File: src/rtl/dmem_cache_if.sv
// dmem_cache_if: bundles the CPU-side MA-stage access signals and the
// external data-memory signals of the data cache.
//   CPU side   : address, write_data, mem_read, mem_write, load_unsigned
//                -> read_data, busywait, misaligned
//   Memory side: ext_read, ext_write, ext_address, ext_writedata, ext_byteen
//                <- ext_readdata (128-bit line), ext_busywait
// Modports: slave = the cache itself, master = the surrounding CPU/memory.
interface dmem_cache_if;
    logic [31:0]  address;
    logic [31:0]  write_data;
    logic [1:0]   mem_read;
    logic [1:0]   mem_write;
    logic         load_unsigned;
    logic [31:0]  read_data;
    logic         busywait;
    logic         misaligned;
    logic         ext_read;
    logic         ext_write;
    logic [31:0]  ext_address;
    logic [31:0]  ext_writedata;
    logic [3:0]   ext_byteen;
    logic [127:0] ext_readdata;
    logic         ext_busywait;

    modport slave (
        input  address, write_data, mem_read, mem_write, load_unsigned,
        input  ext_readdata, ext_busywait,
        output read_data, busywait, misaligned,
        output ext_read, ext_write, ext_address, ext_writedata, ext_byteen
    );

    modport master (
        output address, write_data, mem_read, mem_write, load_unsigned,
        output ext_readdata, ext_busywait,
        input  read_data, busywait, misaligned,
        input  ext_read, ext_write, ext_address, ext_writedata, ext_byteen
    );
endinterface

File: src/rtl/dmem_cache.sv
// dmem_cache: direct-mapped, write-through, no-write-allocate data cache.
// Read hits return data combinationally; read misses fetch a 128-bit line;
// every store is written to memory (and merged into the line on a hit).
// Ports:
//   clk   - system clock
//   reset - asynchronous active-high reset (clears valid bits and the FSM)
//   bus   - dmem_cache_if.slave: CPU access signals and external memory port
module dmem_cache #(
    parameter int LINES          = 8,
    parameter int WORDS_PER_LINE = 4
) (
    input  logic         clk,
    input  logic         reset,
    dmem_cache_if.slave  bus
);
    localparam int IW        = $clog2(LINES);
    localparam int TW        = 28 - IW;
    localparam int LINE_BITS = 32 * WORDS_PER_LINE;

    typedef enum logic [1:0] {IDLE, FETCH, WRITE} state_t;

    state_t state_reg, state_next;
    // Marks the cycle right after a store completes: the pipeline is still
    // presenting that same store, which must not be issued a second time.
    logic   write_done_reg, write_done_next;

    logic [LINES-1:0]     valid_reg;
    logic [TW-1:0]        tag_mem  [LINES];
    logic [LINE_BITS-1:0] data_mem [LINES];

    // Decoded access
    logic          write_req, read_req;
    logic [1:0]    size;
    logic [1:0]    offset;
    logic [1:0]    word_sel;
    logic [IW-1:0] index;
    logic [TW-1:0] tag;
    logic          hit;

    assign write_req = (bus.mem_write != 2'b00);
    assign read_req  = !write_req && (bus.mem_read != 2'b00);
    assign size      = write_req ? bus.mem_write : bus.mem_read;
    assign word_sel  = bus.address[3:2];
    assign index     = bus.address[3+IW:4];
    assign tag       = bus.address[31:4+IW];
    assign hit       = valid_reg[index] && (tag_mem[index] == tag);

    assign bus.misaligned = ((size == 2'b10) && bus.address[0]) ||
                            ((size == 2'b11) && (bus.address[1:0] != 2'b00));

    // Misaligned accesses proceed with the offending low bits cleared.
    always_comb begin
        offset = bus.address[1:0];
        if (size == 2'b10)
            offset = {bus.address[1], 1'b0};
        else if (size == 2'b11)
            offset = 2'b00;
    end

    // Load path
    logic [LINE_BITS-1:0] line;
    logic [31:0]          word;
    logic [7:0]           byte_val;
    logic [15:0]          half_val;
    logic [31:0]          load_val;

    assign line     = data_mem[index];
    assign word     = line[{word_sel, 5'b0} +: 32];
    assign byte_val = word[{offset, 3'b0} +: 8];
    assign half_val = word[{offset[1], 4'b0} +: 16];

    always_comb begin
        load_val = word;
        case (size)
            2'b01: load_val = bus.load_unsigned ? {24'b0, byte_val}
                                                : {{24{byte_val[7]}}, byte_val};
            2'b10: load_val = bus.load_unsigned ? {16'b0, half_val}
                                                : {{16{half_val[15]}}, half_val};
            default: load_val = word;
        endcase
    end

    // Store path: lane enables and replicated store data
    logic [3:0]  byteen;
    logic [31:0] wdata_lanes;

    always_comb begin
        byteen      = 4'b0000;
        wdata_lanes = bus.write_data;
        case (bus.mem_write)
            2'b01: begin
                byteen      = 4'b0001 << bus.address[1:0];
                wdata_lanes = {4{bus.write_data[7:0]}};
            end
            2'b10: begin
                byteen      = 4'b0011 << {bus.address[1], 1'b0};
                wdata_lanes = {2{bus.write_data[15:0]}};
            end
            2'b11: begin
                byteen      = 4'b1111;
                wdata_lanes = bus.write_data;
            end
            default: ;
        endcase
    end

    // Store-hit merge: enabled byte lanes replace the cached word, which is
    // then placed back at its word slot in the line.
    logic [31:0]          merged_word;
    logic [LINE_BITS-1:0] merged_line;

    for (genvar gi = 0; gi < 4; gi++) begin : g_lane
        assign merged_word[8*gi +: 8] = byteen[gi] ? wdata_lanes[8*gi +: 8]
                                                   : word[8*gi +: 8];
    end

    for (genvar gi = 0; gi < WORDS_PER_LINE; gi++) begin : g_word
        assign merged_line[32*gi +: 32] = (word_sel == gi[1:0]) ? merged_word
                                                                : line[32*gi +: 32];
    end

    // FSM next-state and outputs
    logic        busy;
    logic        ext_read, ext_write;
    logic [31:0] ext_address;
    logic        fill, store_commit;

    always_comb begin
        state_next      = state_reg;
        write_done_next = 1'b0;
        busy            = 1'b0;
        ext_read        = 1'b0;
        ext_write       = 1'b0;
        ext_address     = 32'h0;
        fill            = 1'b0;
        store_commit    = 1'b0;
        case (state_reg)
            IDLE: begin
                if (write_req && !write_done_reg) begin
                    busy       = 1'b1;
                    state_next = WRITE;
                end else if (read_req && !hit) begin
                    busy       = 1'b1;
                    state_next = FETCH;
                end
            end
            FETCH: begin
                busy        = 1'b1;
                ext_read    = 1'b1;
                ext_address = {bus.address[31:4], 4'b0};
                if (!bus.ext_busywait) begin
                    fill       = 1'b1;
                    state_next = IDLE;
                end
            end
            WRITE: begin
                busy        = 1'b1;
                ext_write   = 1'b1;
                ext_address = {bus.address[31:2], 2'b0};
                if (!bus.ext_busywait) begin
                    store_commit    = 1'b1;
                    write_done_next = 1'b1;
                    state_next      = IDLE;
                end
            end
            default: state_next = IDLE;
        endcase
    end

    // While reset is held the pipeline must see no stall and no data.
    assign bus.busywait      = busy && !reset;
    assign bus.read_data     = (!reset && (state_reg == IDLE) && read_req && hit)
                               ? load_val : 32'h0;
    assign bus.ext_read      = ext_read;
    assign bus.ext_write     = ext_write;
    assign bus.ext_address   = ext_address;
    assign bus.ext_byteen    = ext_write ? byteen : 4'b0000;
    assign bus.ext_writedata = ext_write ? wdata_lanes : 32'h0;

    always_ff @(posedge clk or posedge reset) begin
        if (reset) begin
            state_reg      <= IDLE;
            write_done_reg <= 1'b0;
            valid_reg      <= '0;
        end else begin
            state_reg      <= state_next;
            write_done_reg <= write_done_next;
            if (fill)
                valid_reg[index] <= 1'b1;
        end
    end

    // Tag and data arrays are not cleared by reset; valid bits guard them.
    always_ff @(posedge clk) begin
        if (fill) begin
            tag_mem[index]  <= tag;
            data_mem[index] <= bus.ext_readdata[LINE_BITS-1:0];
        end else if (store_commit && hit) begin
            data_mem[index] <= merged_line;
        end
    end
endmodule
File: src/flat_wrapper.sv
// flat-port wrapper written by rule: the top's interface ports become plain ports
module dmem_cache_flat 
#(
    parameter int LINES          = 8,
    parameter int WORDS_PER_LINE = 4
)
  (clk, reset, bus_address, bus_write_data, bus_mem_read, bus_mem_write, bus_load_unsigned, bus_ext_readdata, bus_ext_busywait, bus_read_data, bus_busywait, bus_misaligned, bus_ext_read, bus_ext_write, bus_ext_address, bus_ext_writedata, bus_ext_byteen);
  dmem_cache_if bus_i ();
  input  logic clk;
  input  logic reset;
  input wire logic [$bits(bus_i.address)-1:0] bus_address;
  input wire logic [$bits(bus_i.write_data)-1:0] bus_write_data;
  input wire logic [$bits(bus_i.mem_read)-1:0] bus_mem_read;
  input wire logic [$bits(bus_i.mem_write)-1:0] bus_mem_write;
  input wire logic [$bits(bus_i.load_unsigned)-1:0] bus_load_unsigned;
  input wire logic [$bits(bus_i.ext_readdata)-1:0] bus_ext_readdata;
  input wire logic [$bits(bus_i.ext_busywait)-1:0] bus_ext_busywait;
  output wire logic [$bits(bus_i.read_data)-1:0] bus_read_data;
  output wire logic [$bits(bus_i.busywait)-1:0] bus_busywait;
  output wire logic [$bits(bus_i.misaligned)-1:0] bus_misaligned;
  output wire logic [$bits(bus_i.ext_read)-1:0] bus_ext_read;
  output wire logic [$bits(bus_i.ext_write)-1:0] bus_ext_write;
  output wire logic [$bits(bus_i.ext_address)-1:0] bus_ext_address;
  output wire logic [$bits(bus_i.ext_writedata)-1:0] bus_ext_writedata;
  output wire logic [$bits(bus_i.ext_byteen)-1:0] bus_ext_byteen;
  assign bus_i.address = bus_address;
  assign bus_i.write_data = bus_write_data;
  assign bus_i.mem_read = bus_mem_read;
  assign bus_i.mem_write = bus_mem_write;
  assign bus_i.load_unsigned = bus_load_unsigned;
  assign bus_i.ext_readdata = bus_ext_readdata;
  assign bus_i.ext_busywait = bus_ext_busywait;
  assign bus_read_data = bus_i.read_data;
  assign bus_busywait = bus_i.busywait;
  assign bus_misaligned = bus_i.misaligned;
  assign bus_ext_read = bus_i.ext_read;
  assign bus_ext_write = bus_i.ext_write;
  assign bus_ext_address = bus_i.ext_address;
  assign bus_ext_writedata = bus_i.ext_writedata;
  assign bus_ext_byteen = bus_i.ext_byteen;
  dmem_cache #(.LINES(LINES), .WORDS_PER_LINE(WORDS_PER_LINE)) u_core (.clk(clk), .reset(reset), .bus(bus_i));
endmodule
File: config.mk
export PLATFORM = sky130hd
export DESIGN_NAME = dmem_cache_flat
export DESIGN_NICKNAME = d
export VERILOG_FILES = /design/src/rtl/dmem_cache_if.sv /design/src/rtl/dmem_cache.sv /design/src/flat_wrapper.sv
export SDC_FILE = /design/constraint.sdc
export NUM_CORES = 1
export LEC_CHECK = 0
export ABC_CLOCK_PERIOD_IN_PS = 40700
export BUFFER_PORTS_ARGS = -buffer_cell sky130_fd_sc_hd__buf_2
export CORE_MARGIN = 3
export CORE_UTILIZATION = 35
export DETAILED_ROUTE_END_ITERATION = 10
export REMOVE_ABC_BUFFERS = 1
export SLEW_MARGIN = 30
export SYNTH_ARGS = -nofsm -noshare
export SYNTH_HDL_FRONTEND = slang
export SYNTH_SLANG_ARGS = --single-unit
export TNS_END_PERCENT = 1
File: constraint.sdc
create_clock -name clk -period 40.7 [get_ports clk]
set_input_delay 2.035 -clock clk [delete_from_list [all_inputs] [get_ports clk]]
set_output_delay 2.035 -clock clk [all_outputs]
set_load 0.02 [all_outputs]
==> out/metrics.cfg <==
[hold_path]
hp-class = reg2reg

[cts]
post_cts_buffers = 0
cts_root_buffer = clkbuf_16
cts.sinks = 1235
clock_latency_ns = 0.74
hold_buffers = 0
cts_resized = 0
path_clk_slew_ns = 0.06
numCtsBuffers = 118
cts_tree = yes
ctsLongestPathBuffers = 3
htree_levels = 3

[synth]
synth-async-reset-ratio = 0.00891
synth_ff_type = edfxtp_1
synth-edff-count = 1224
synth_top_area_cell = edfxtp_1
synth-seq-area-share = 0.697
synth_cell_types = 79
synth_top_area_frac = 0.692
ys_ff_latch = 1235
yosys_warnings = 0
synth_area_mm2 = 0.0531
synthTopCellsByCount = edfxtp_1, mux2_2, mux2i_1
syn_area_per_cell_um2 = 16.3
syn_inst = 3266
synth_most_common_cell = edfxtp_1
synth_area_leaders = edfxtp_1, mux2_2, mux2i_1

[setup_path]
cp-end-kind = output port
cp_max_fo = 66
critPathMaxStageDelay_ns = 0.67
crit_buf_inv = 7
crit_type = in2out
path_cells = buf_8 > buf_4 > inv_2 > buf_4 > buf_4 > a221o_1 > a2111oi_0 > a211oi_1 > nor4_1 > o22a_1 > o41a_1 > buf_4 > a21oi_1 > buf_2
required_ns = 38.66
cp_slowest_cell = buf_4
crit_family = buffers and inverters
worst_ep_arrival_time_ns = 7.59
cp-start-kind = input pin
cp_common_cell = buf_4

[die]
coreArea_mm2 = 0.150
num_rows = 142
initial_utilization = 0.354
die_w_um = 396
pin_count = 304
die-area_mm2 = 0.157
die_y_um = 396

[power]
vdd_drop_max_uv = 34.1
pwr_density_cell_mw_per_mm2 = 46.7
total_leakage_power_nw = 20.5

[layout]
syn_to_final_growth_pct = 14.6
largest_reg_flops = 1024
finalNetCount = 3769
instances_no_fill = 5675
layout-drive-gt1-share = 0.253

[sta]
hold_viol = 0
min_period_ns = 9.63
worst_pin_slew_ns = 1.04
rsz0062_at_grt = false
whs_ns = 0.463
skew_ns = 0.0273
fmax_ghz = 0.104
max_slew_margin = 0.286
finalCritPeriodShare = 0.237
setup_tns_ns = 0
slew_violations = 0
finalSetupViolations = 0

[global_routing]
grt_overflow_total = 0
grt_pass1_vias = 32600
grt_antenna_before_repair = 21
grt_max_degree = 129
grt_pass1_wl_mm = 257
track_usage = 0.231

[detailed_routing]
drt_pre_antenna_iters = 6
vias_per_cell = 5.97
drc_errors = 0
wirelength_mm = 186
dr_total_vias = 33900
drtAntennaViolNets = 0
dr.first_iter.drc_count = 4864
wl_per_cell_um = 32.8

[job]
max_cap_violations = 0

[place]
io_buffers = 301
routabilityCongestion = 0.947
dp.cells = 5450
place_hpwl_mm = 115

[status]
status = finished, final reports clean

==> area by class of cell <==
type / instances / area [um2]
well taps: 2016 / 2520
flip-flops and latches: 1235 / 37000
clock buffers: 153 / 3170
clock inverters: 66 / 531
diodes: 3 / 7.51
multi-input cells: 1760 / 15000
inverters: 37 / 141
fillers: 13800 / 89400
repair buffers: 405 / 2490
==> placed cells by master, fill, tap and decap left out, drive strengths merged, types with 9 or more instances in the layout <==
cell,Yosys,final
edfxtp,1224,1224
buf,111,405
mux2,299,299
mux2i,191,191
nor2,163,163
clkbuf,124,153
a221oi,125,125
nand2,123,123
a22oi,111,111
a21oi,95,95
o21ai,83,83
a221o,76,76
mux4,65,65
clkinv,3,59
and2,49,49
inv,34,37
o22ai,33,33
a22o,33,33
nand2b,26,26
o2bb2ai,25,25
a31oi,19,19
a211oi,19,19
xnor2,14,14
a222oi,14,14
o211ai,13,13
o221ai,13,13
ha,12,12
o22a,11,11
dfrtp,11,11
nand3,10,10
nor3,10,10
nor2b,9,9
==> tightest hold or removal path, stage by stage (launching register included) <==
cell,delay [ns]
dfrtp_1,0.33
inv_1,0.05
nand2_1,0.05
==> metal layers <==
metal / global-route usage / vias up / share of wire
li1: - / 13900 / -
met1: 0.320 / 17600 / 0.40
met2: 0.339 / 2170 / 0.43
met3: 0.0860 / 308 / 0.14
met4: 0.0654 / 8 / 0.030
met5: 0 / - / 0.00021
==> power by group <==
group | switching (mW) | total, mW | internal [mW]
registers | 0.00439 | 1.42 | 1.41
clock network | 0.482 | 1.07 | 0.591
logic | 0.248 | 0.354 | 0.106
==> logic make-up (layout without fill, tap and decap cells) <==
kind of cell    after synthesis  in the layout  synth area share
fa+ha+maj                    12             12           0.00283
mux                         555            555             0.129
flops                      1235           1235             0.697
simple gates                443            443            0.0394
compound gates              726            726             0.103
xor+xnor                     22             22           0.00363
buf+inv                     272            661            0.0246
other cells                   1              5         0.0000706
==> through the flow <==
step	area, um2	setup WS [ns]	total power, mW	util
after global routing	60900	30.91	2.92	0.405
after detailed placement	57100	31.28	1.79	0.380
after floorplan	52000	24.82	1.62	-
after global placement	57000	31.37	1.78	0.379
final	60900	31.07	2.84	0.405
after CTS	60800	31.26	2.85	0.405
==> final timing paths <==
kind / start / to / slack [ns] / depth (start not counted)
worst max-delay path: bus_address[6] / bus_read_data[26] / 31.07 / 14
worst min-delay path: u_core.valid_reg[1] / u_core.valid_reg[1] / 0.46 / 2
worst max register to register: u_core.tag_mem[7][12] / u_core.data_mem[4][36] / 35.62 / 10
worst min register to register: u_core.valid_reg[1] / u_core.valid_reg[1] / 0.46 / 2
max in group asynchronous: reset / u_core.write_done_reg / 39.04 / 2
min in group asynchronous: reset / u_core.state_reg[0] / 1.35 / 2
No activity file was read; power rests on OpenSTA's default activity.
